--- config.mk ---
export PLATFORM = sky130hd
export DESIGN_NAME = seven_segment_scan_decoder
export DESIGN_NICKNAME = d
export VERILOG_FILES = /design/src/rtl/seven_segment_scan_decoder.sv
export SDC_FILE = /design/constraint.sdc
export NUM_CORES = 1
export LEC_CHECK = 0
export ABC_AREA = 1
export CELL_PAD_IN_SITES_DETAIL_PLACEMENT = 1
export CELL_PAD_IN_SITES_GLOBAL_PLACEMENT = 1
export CORE_MARGIN = 4
export CORE_UTILIZATION = 44
export CTS_CLUSTER_DIAMETER = 30
export DETAILED_ROUTE_END_ITERATION = 10
export PLACE_DENSITY = 0.78
export SLEW_MARGIN = 20
export SYNTH_ARGS = -nofsm -noshare
export SYNTH_HDL_FRONTEND = slang
export SYNTH_SLANG_ARGS = --single-unit
--- constraint.sdc ---
create_clock -name clk -period 7.7 [get_ports clk]
set_input_delay 1.155 -clock clk [delete_from_list [all_inputs] [get_ports clk]]
set_output_delay 1.155 -clock clk [all_outputs]
set_load 0.05 [all_outputs]
--- src/rtl/seven_segment_scan_decoder.sv ---
// Receive side of a 4-digit multiplexed seven-segment scan: samples each settled
// digit, decodes it back to BCD and rebuilds the displayed decimal number.
module seven_segment_scan_decoder #(
    parameter int unsigned SETTLE_CYCLES = 16
) (
    input  logic        clk,
    input  logic        rst_n,
    input  logic [3:0]  Anode,
    input  logic [6:0]  LED_out,
    output logic [15:0] digits,
    output logic [13:0] num,
    output logic        num_valid,
    output logic        frame_error
);

    localparam int unsigned CW = $clog2(SETTLE_CYCLES + 1);
    localparam logic [CW-1:0] CNT_MAX = CW'(SETTLE_CYCLES);
    localparam logic [CW-1:0] CNT_ONE = CW'(1);

    typedef enum logic [1:0] {
        IDLE   = 2'd0,
        SETTLE = 2'd1,
        HOLD   = 2'd2
    } state_t;

    state_t        state_q, state_d;
    logic [CW-1:0] cnt_q, cnt_d;
    logic [3:0]    anode_q, anode_p_q;
    logic [6:0]    led_q, led_p_q;
    logic [3:0]    mask_q, mask_d;
    logic [3:0]    bad_q, bad_d;
    logic [15:0]   digits_q, digits_d;
    logic [13:0]   num_q, num_d;
    logic          num_valid_q, num_valid_d;
    logic          frame_error_q, frame_error_d;

    logic          changed;
    logic          sample;
    logic [4:0]    dec;
    logic [3:0]    mask_n, bad_n;
    logic [15:0]   digits_n;

    function automatic logic legal_anode(input logic [3:0] a);
        return (a == 4'b0111) || (a == 4'b1011) || (a == 4'b1101) || (a == 4'b1110);
    endfunction

    // Returns {valid, bcd}.
    function automatic logic [4:0] decode_seg(input logic [6:0] s);
        case (s)
            7'b0000001: return {1'b1, 4'd0};
            7'b1001111: return {1'b1, 4'd1};
            7'b0010010: return {1'b1, 4'd2};
            7'b0000110: return {1'b1, 4'd3};
            7'b1001100: return {1'b1, 4'd4};
            7'b0100100: return {1'b1, 4'd5};
            7'b0100000: return {1'b1, 4'd6};
            7'b0001111: return {1'b1, 4'd7};
            7'b0000000: return {1'b1, 4'd8};
            7'b0000100: return {1'b1, 4'd9};
            default:    return 5'b0_0000;
        endcase
    endfunction

    assign changed = {anode_q, led_q} != {anode_p_q, led_p_q};
    assign dec     = decode_seg(led_q);

    always_comb begin
        state_d = state_q;
        cnt_d   = cnt_q;
        sample  = 1'b0;
        case (state_q)
            IDLE: begin
                if (legal_anode(anode_q)) begin
                    state_d = SETTLE;
                    cnt_d   = CNT_ONE;
                end
            end
            SETTLE: begin
                if (changed) begin
                    state_d = legal_anode(anode_q) ? SETTLE : IDLE;
                    cnt_d   = legal_anode(anode_q) ? CNT_ONE : '0;
                end else if (cnt_q == CNT_MAX - CNT_ONE) begin
                    sample  = 1'b1;
                    state_d = HOLD;
                    cnt_d   = CNT_MAX;
                end else if (cnt_q != CNT_MAX) begin
                    cnt_d = cnt_q + CNT_ONE;
                end
            end
            HOLD: begin
                if (changed) begin
                    state_d = legal_anode(anode_q) ? SETTLE : IDLE;
                    cnt_d   = legal_anode(anode_q) ? CNT_ONE : '0;
                end
            end
            default: begin
                state_d = IDLE;
                cnt_d   = '0;
            end
        endcase
    end

    always_comb begin
        mask_n        = mask_q;
        bad_n         = bad_q;
        digits_n      = digits_q;
        mask_d        = mask_q;
        bad_d         = bad_q;
        digits_d      = digits_q;
        num_d         = num_q;
        num_valid_d   = 1'b0;
        frame_error_d = 1'b0;
        if (sample) begin
            for (int unsigned i = 0; i < 4; i++) begin
                if (!anode_q[i]) begin
                    mask_n[i] = 1'b1;
                    bad_n[i]  = ~dec[4];
                    if (dec[4]) digits_n[4*i +: 4] = dec[3:0];
                end
            end
        end
        digits_d = digits_n;
        // Completion is resolved against the post-sample mask so the result is
        // registered on the same edge that captures the last digit.
        if (mask_n == 4'b1111) begin
            mask_d = '0;
            bad_d  = '0;
            if (bad_n == 4'b0000) begin
                num_d = {10'd0, digits_n[15:12]} * 14'd1000
                      + {10'd0, digits_n[11:8]}  * 14'd100
                      + {10'd0, digits_n[7:4]}   * 14'd10
                      + {10'd0, digits_n[3:0]};
                num_valid_d = 1'b1;
            end else begin
                frame_error_d = 1'b1;
            end
        end else begin
            mask_d = mask_n;
            bad_d  = bad_n;
        end
    end

    always_ff @(posedge clk or negedge rst_n) begin
        if (!rst_n) begin
            state_q       <= IDLE;
            cnt_q         <= '0;
            anode_q       <= '1;
            anode_p_q     <= '1;
            led_q         <= '1;
            led_p_q       <= '1;
            mask_q        <= '0;
            bad_q         <= '0;
            digits_q      <= '0;
            num_q         <= '0;
            num_valid_q   <= 1'b0;
            frame_error_q <= 1'b0;
        end else begin
            state_q       <= state_d;
            cnt_q         <= cnt_d;
            anode_q       <= Anode;
            anode_p_q     <= anode_q;
            led_q         <= LED_out;
            led_p_q       <= led_q;
            mask_q        <= mask_d;
            bad_q         <= bad_d;
            digits_q      <= digits_d;
            num_q         <= num_d;
            num_valid_q   <= num_valid_d;
            frame_error_q <= frame_error_d;
        end
    end

    assign digits      = digits_q;
    assign num         = num_q;
    assign num_valid   = num_valid_q;
    assign frame_error = frame_error_q;

endmodule
# Yosys cells after proc, flatten, opt, wreduce, memory -nomap -nowiden
# Cells that the tools add are included.
[totals]
register_bits = 69
inputBits = 13
out_inout_bits = 32
wordCells = 94
[op_classes]
add_sub_neg = 4
mul = 3
eq_ne = 23
n_mux = 42
bitwise_logic = 1
n_reduce_logical = 9
[op_table]
columns = ["op", "n"]
rows = [
  ["5-bit case mux with 10 select lines", 1],
  ["4-bit two-way mux", 12],
  ["5-bit two-way mux", 5],
  ["1-bit two-way mux", 17],
  ["4-bit == test, second input constant", 4],
  ["16-bit two-way mux", 1],
  ["5-bit case mux with 3 select lines", 1],
  ["14-bit by 11-bit adder with 14-bit output", 1],
  ["14-bit by 4-bit adder with 14-bit output", 1],
  ["14-bit by 8-bit adder with 14-bit output", 1],
  ["7-bit by 3-bit == test with 1-bit output, second input constant", 2],
  ["7-bit by 6-bit == test with 1-bit output, second input constant", 2],
  ["7-bit == test, second input constant", 2],
  ["4-bit by 7-bit multiplier with 11-bit output, second input constant", 1],
  ["11-bit != test", 1],
  ["4-bit by 5-bit multiplier with 9-bit output, second input constant", 1],
  ["2-bit two-way mux", 4],
  ["7-bit by 1-bit == test with 1-bit output, second input constant", 1],
  ["7-bit by 4-bit == test with 1-bit output, second input constant", 1],
  ["7-bit by 5-bit == test with 1-bit output, second input constant", 1],
  ["7-bit zero test", 1],
  ["4-bit by 3-bit multiplier with 7-bit output, second input constant", 1],
  ["2-bit case mux with 3 select lines", 1],
  ["3-bit AND reduction", 2],
  ["other kinds (14)", 17],
]

# Depth between registers and ports, before layout
[logic_depth]
word_depth = 9
depth_mapped = 33
depth_no_buf = 33

# Least setup slack after synthesis
# OpenSTA, ideal clock, no wires.
[synth_timing]
path_kind = "reg-to-reg"
start = "register anode_q[2]"
end = "register num_q[12] (netlist: num[12])"
setup_time_ns = 0.065
arrival_ns = 5.505
t_required_ns = 7.635
path_slack_ns = 2.130
stages_incl_launch_ff = 33
period_less_slack_ns = 5.570
path_cell_list = "dfstp_2 -> inv_2 -> nand2_1 -> nand2_1 -> nor2_2 -> nand2_2 -> nor2_4 -> nand3_4 -> nor2_8 -> nand2_1 -> nor2_1 -> inv_1 -> nand2_1 -> o21ai_0 -> inv_1 -> fa_1 -> inv_1 -> fa_1 -> ha_1 -> a21oi_1 -> o21ai_0 -> xor2_1 -> inv_1 -> ha_1 -> ha_1 -> ha_1 -> inv_1 -> nor3_1 -> nand3_1 -> nand4_1 -> xor2_1 -> nand3_1 -> nand2_1"
[synth_via]
elab_chain_len = 8
[synth_rtl]
columns = ["element", "line", "rtl"]
rows = [
  ["start: declaration", "28", "logic [3:0] anode_q, anode_p_q;"],
  ["start signal: assignment", "160", "anode_q <= Anode;"],
  ["11-bit != test", "64", "assign changed = {anode_q, led_q} != {anode_p_q, led_p_q};"],
  ["1-bit two-way mux", "79", "if (changed) begin"],
  ["1-bit two-way mux", "71", "case (state_q)"],
  ["16-bit two-way mux", "113", "if (sample) begin"],
  ["via digits_d[14]", "32", "logic [15:0] digits_q, digits_d;"],
  ["4-bit by 7-bit multiplier with 11-bit output", "129", "num_d = {10'd0, digits_n[15:12]} * 14'd1000"],
  ["14-bit by 11-bit adder with 14-bit output", "130", "+ {10'd0, digits_n[11:8]} * 14'd100"],
  ["14-bit by 8-bit adder with 14-bit output", "131", "+ {10'd0, digits_n[7:4]} * 14'd10"],
  ["14-bit by 4-bit adder with 14-bit output", "132", "+ {10'd0, digits_n[3:0]};"],
  ["end signal: assignment", "167", "num_q <= num_d;"],
  ["end: declaration", "33", "logic [13:0] num_q, num_d;"],
]
# The timed path passes the listed nets, and every way through them passes these cells.
# A chain may end at the register's enable or synchronous reset.

# Worst setup path after layout
[layout_timing]
start = "register led_q[5]"
end = "register num_q[12] (netlist: num[12])"
[layout_via]
elab_chain_len = 9
[layout_rtl]
columns = ["element", "line", "rtl"]
rows = [
  ["start: declaration", "29", "logic [6:0] led_q, led_p_q;"],
  ["start signal: assignment", "162", "led_q <= LED_out;"],
  ["7-bit by 3-bit == test with 1-bit output (tied with other cells)", "49", "case (s)"],
  ["5-bit case mux with 10 select lines", "49", ""],
  ["4-bit two-way mux", "118", "if (dec[4]) digits_n[4*i +: 4] = dec[3:0];"],
  ["4-bit two-way mux", "115", "if (!anode_q[i]) begin"],
  ["16-bit two-way mux (*)", "113", ""],
  ["via digits_d[14]", "32", ""],
  ["4-bit by 7-bit multiplier with 11-bit output (*)", "129", ""],
  ["14-bit by 11-bit adder with 14-bit output (*)", "130", ""],
  ["14-bit by 8-bit adder with 14-bit output (*)", "131", ""],
  ["14-bit by 4-bit adder with 14-bit output (*)", "132", ""],
]
# The timed path passes the listed nets; every way through them passes the cells marked *.

==> flow_summary.toml <==
[outcome]
status = "complete, no violations"

[timing]
period_share_pct = 83.78
fmax_mhz = 155.0
fin_tns_setup_ps = 0
rsz0062_at_grt = "false"
period_needed_ps = 6451
tightest_slew_ps = 883.5
slew_viol_final = 0
max_slew_margin_pct = 41.10
fin_skew_ps = 7.840
timing_hold_violations_final = 0
worst_slack_ps = 1249
finalSetupViolations = 0

[pwr]
swShare_pct = 27.67
p_sw_uw = 209.7
p_leak_nw = 3.026
pwr-share-comb_pct = 10.2
finalPower_uw = 757.7
vdd_drop_max_mv = 0.09996
powerDensity_nw_per_um2 = 136.4
clkPwrFrac_pct = 38.3
internal_power_uw = 548.0
power_frac_seq_pct = 51.5

[floorplan]
die_y_um = 112.3
die_w_um = 112.3
initial_core_util_pct = 45.78
io_pins = 45
std_cell_rows = 37
core_area_um2 = 10460
die_area_um2 = 12620

[clock_network]
clk_pin_slew_ps = 70
cts_hold_buf = 0
cts_buffers = 9
clkLatencyLatePin_ps = 370
clockBufferDepth = 2
cts.sinks = 69
post_cts_buffers = 0
cts_max_level = 3
root_buffer = "clkbuf_8"
cts_tree = "done"
post_cts_resized = 0

[placed_design]
gp_congestion = 0.8382
dpl.hpwl_mm = 9.334
port_buffers = 44
pre_cts_slack_ps = 1163
place_inst = 745

[yosys]
synth_nets = 652
postSynthAreaPerCell_um2 = 8.432
yosysWarnings = 0
syn-cell-area_um2 = 4790
synth_flop_cell = "dfrtp_1"
synth-seq-cells = 69
ys_seq_area_share_pct = 36.62
syn_inst = 568
ys_types = 33
ys_async_sr_fraction_pct = 100.0
synth_edf_count = 0

[setup_path]
cp.required_ps = 8020
critPathSlowestCell = "dfstp_2"
crit_buf_inv = 6
max_stage_delay_ps = 590
worstPathArrival_ps = 6770
r2r_setup_slack_ps = 1250
critPathMaxFanout = 6
crit_type = "reg2reg"
cp_top_family = "adder cells"
worstSetupStartpointType = "flip-flop"
end_kind = "flip-flop"

[detailed_routing]
dr.pass1.iters = 4
drt-initial-drc-count = 136
via_count = 3827
antenna_left = 0
viasPerCell = 5.029
wire_per_inst_um = 15.46
drc = 0
wl_mm = 11.77

[global_route]
grt_max_degree = 70
grt_use_total_pct = 20.09
grt_pass1_vias = 4298
grt_pass1_wl_mm = 20.20
grt-ovfl-total = 0
antenna_found_initial = 0

[min_path]
min_path_type = "reg2reg"

[cells_and_area]
final_common_cell = "nand2_1"
fillers = 1276
utilization_pct = 53.10
fin_cells = 761
n_antenna_cell = 0
layout_common_cells = "144 x nand2_1, 94 x inv_1, 54 x ha_1"
final_nets = 704
layout-drive-gt1-share_pct = 9.760
area_growth_pct = 15.99

[flow_run]
cap_violations = 0
worst paths after layout:
check                           startpoint         end  depth (start not counted)
worst max-delay path              led_q[5]     num[12]                         32
worst min-delay path              led_q[0]  led_p_q[0]                          0
worst max register to register    led_q[5]     num[12]                         32
worst min register to register    led_q[0]  led_p_q[0]                          0
max in group asynchronous            rst_n  digits[13]                          2
min in group asynchronous            rst_n  state_q[1]                          2
sequential cells by signal, indices dropped and copies added (netlist names):
signal,flops
cnt_q,5
anode_q,4
state_q,2
bad_q,4
anode_p_q,4
num_valid,1
mask_q,4
led_p_q,7
frame_error,1
digits,16
led_q,7
num,14
synth_stat cells (2+ instances only):
cell | instances | area, µm²
o21ai_1 | 5 | 25.02
nor2_2 | 2 | 12.51
nand4_1 | 5 | 31.28
fa_1 | 17 | 340.3
o31ai_1 | 3 | 22.52
or2_2 | 2 | 12.51
nor2_1 | 37 | 138.9
nor2_4 | 2 | 22.52
nor3_1 | 7 | 35.03
nand3_4 | 2 | 35.03
dfrtp_1 | 47 | 1176
xor2_1 | 12 | 105.1
nor2_8 | 2 | 40.04
a21oi_1 | 23 | 115.1
nand2_2 | 4 | 25.02
o22ai_1 | 2 | 12.51
inv_2 | 7 | 26.28
xnor2_1 | 14 | 122.6
nand2_1 | 144 | 540.5
inv_1 | 94 | 352.8
ha_1 | 54 | 675.7
dfstp_2 | 22 | 578.1
o21ai_0 | 22 | 110.1
nand3_1 | 27 | 135.1
o41ai_1 | 2 | 17.52
buf_4 | 3 | 22.52
power groups by stage:
| stage | Clock [mW] | Sequential [mW] | Combinational [mW] |
|---|---|---|---|
| floorplan | 0 | 0.393 | 0.0485 |
| global placement | 0 | 0.395 | 0.0722 |
| detailed placement | 0 | 0.397 | 0.0773 |
| CTS | 0.296 | 0.390 | 0.0783 |
| global route | 0.312 | 0.392 | 0.0884 |
| finish | 0.290 | 0.390 | 0.0772 |
layout make-up:
type | instances | area [µm²] | area share [%]
Multi-Input combinational cell | 393 | 2619 | 47.14
Sequential cell | 69 | 1754 | 31.58
Timing Repair Buffer | 45 | 442.9 | 7.973
Inverter | 102 | 382.9 | 6.892
Clock buffer | 13 | 170.2 | 3.063
Tap cell | 136 | 170.2 | 3.063
Clock inverter | 3 | 16.27 | 0.2928
metrics by stage:
step                hold slack (ps)  cell area, µm²
finish                        400.9            5555
detailed placement            390.1            5369
CTS                           401.4            5555
global placement              389.6            5369
global route                  409.1            5555
floorplan                     379.5            4790
cell families after synthesis:
family          count (synthesis)  synth area share (%)
compound gates                 60                 6.792
flops                          69                 36.62
xor+xnor                       26                 4.754
fa+ha+maj                      71                 21.21
simple gates                  236                 21.92
buf+inv                       106                 8.699
per-layer routing:
layer	part of all wire [%]	track usage [%]
met5	0	0
met4	2.2	7.051
met3	2.5	4.744
met2	54	37.66
met1	41	22.02
worst register-to-register path: cells and delay by family (launching register included):
| family | cells | cell delay (ps) |
|---|---|---|
| buffers and inverters | 6 | 780 |
| AO/OA/AOI/OAI | 3 | 630 |
| AND/OR/NAND/NOR | 15 | 1900 |
| adder cells (fa/ha/maj) | 6 | 2200 |
| XOR/XNOR | 2 | 330 |
| flip-flops | 1 | 590 |
Note: power is estimated with default switching activity, not from simulation.
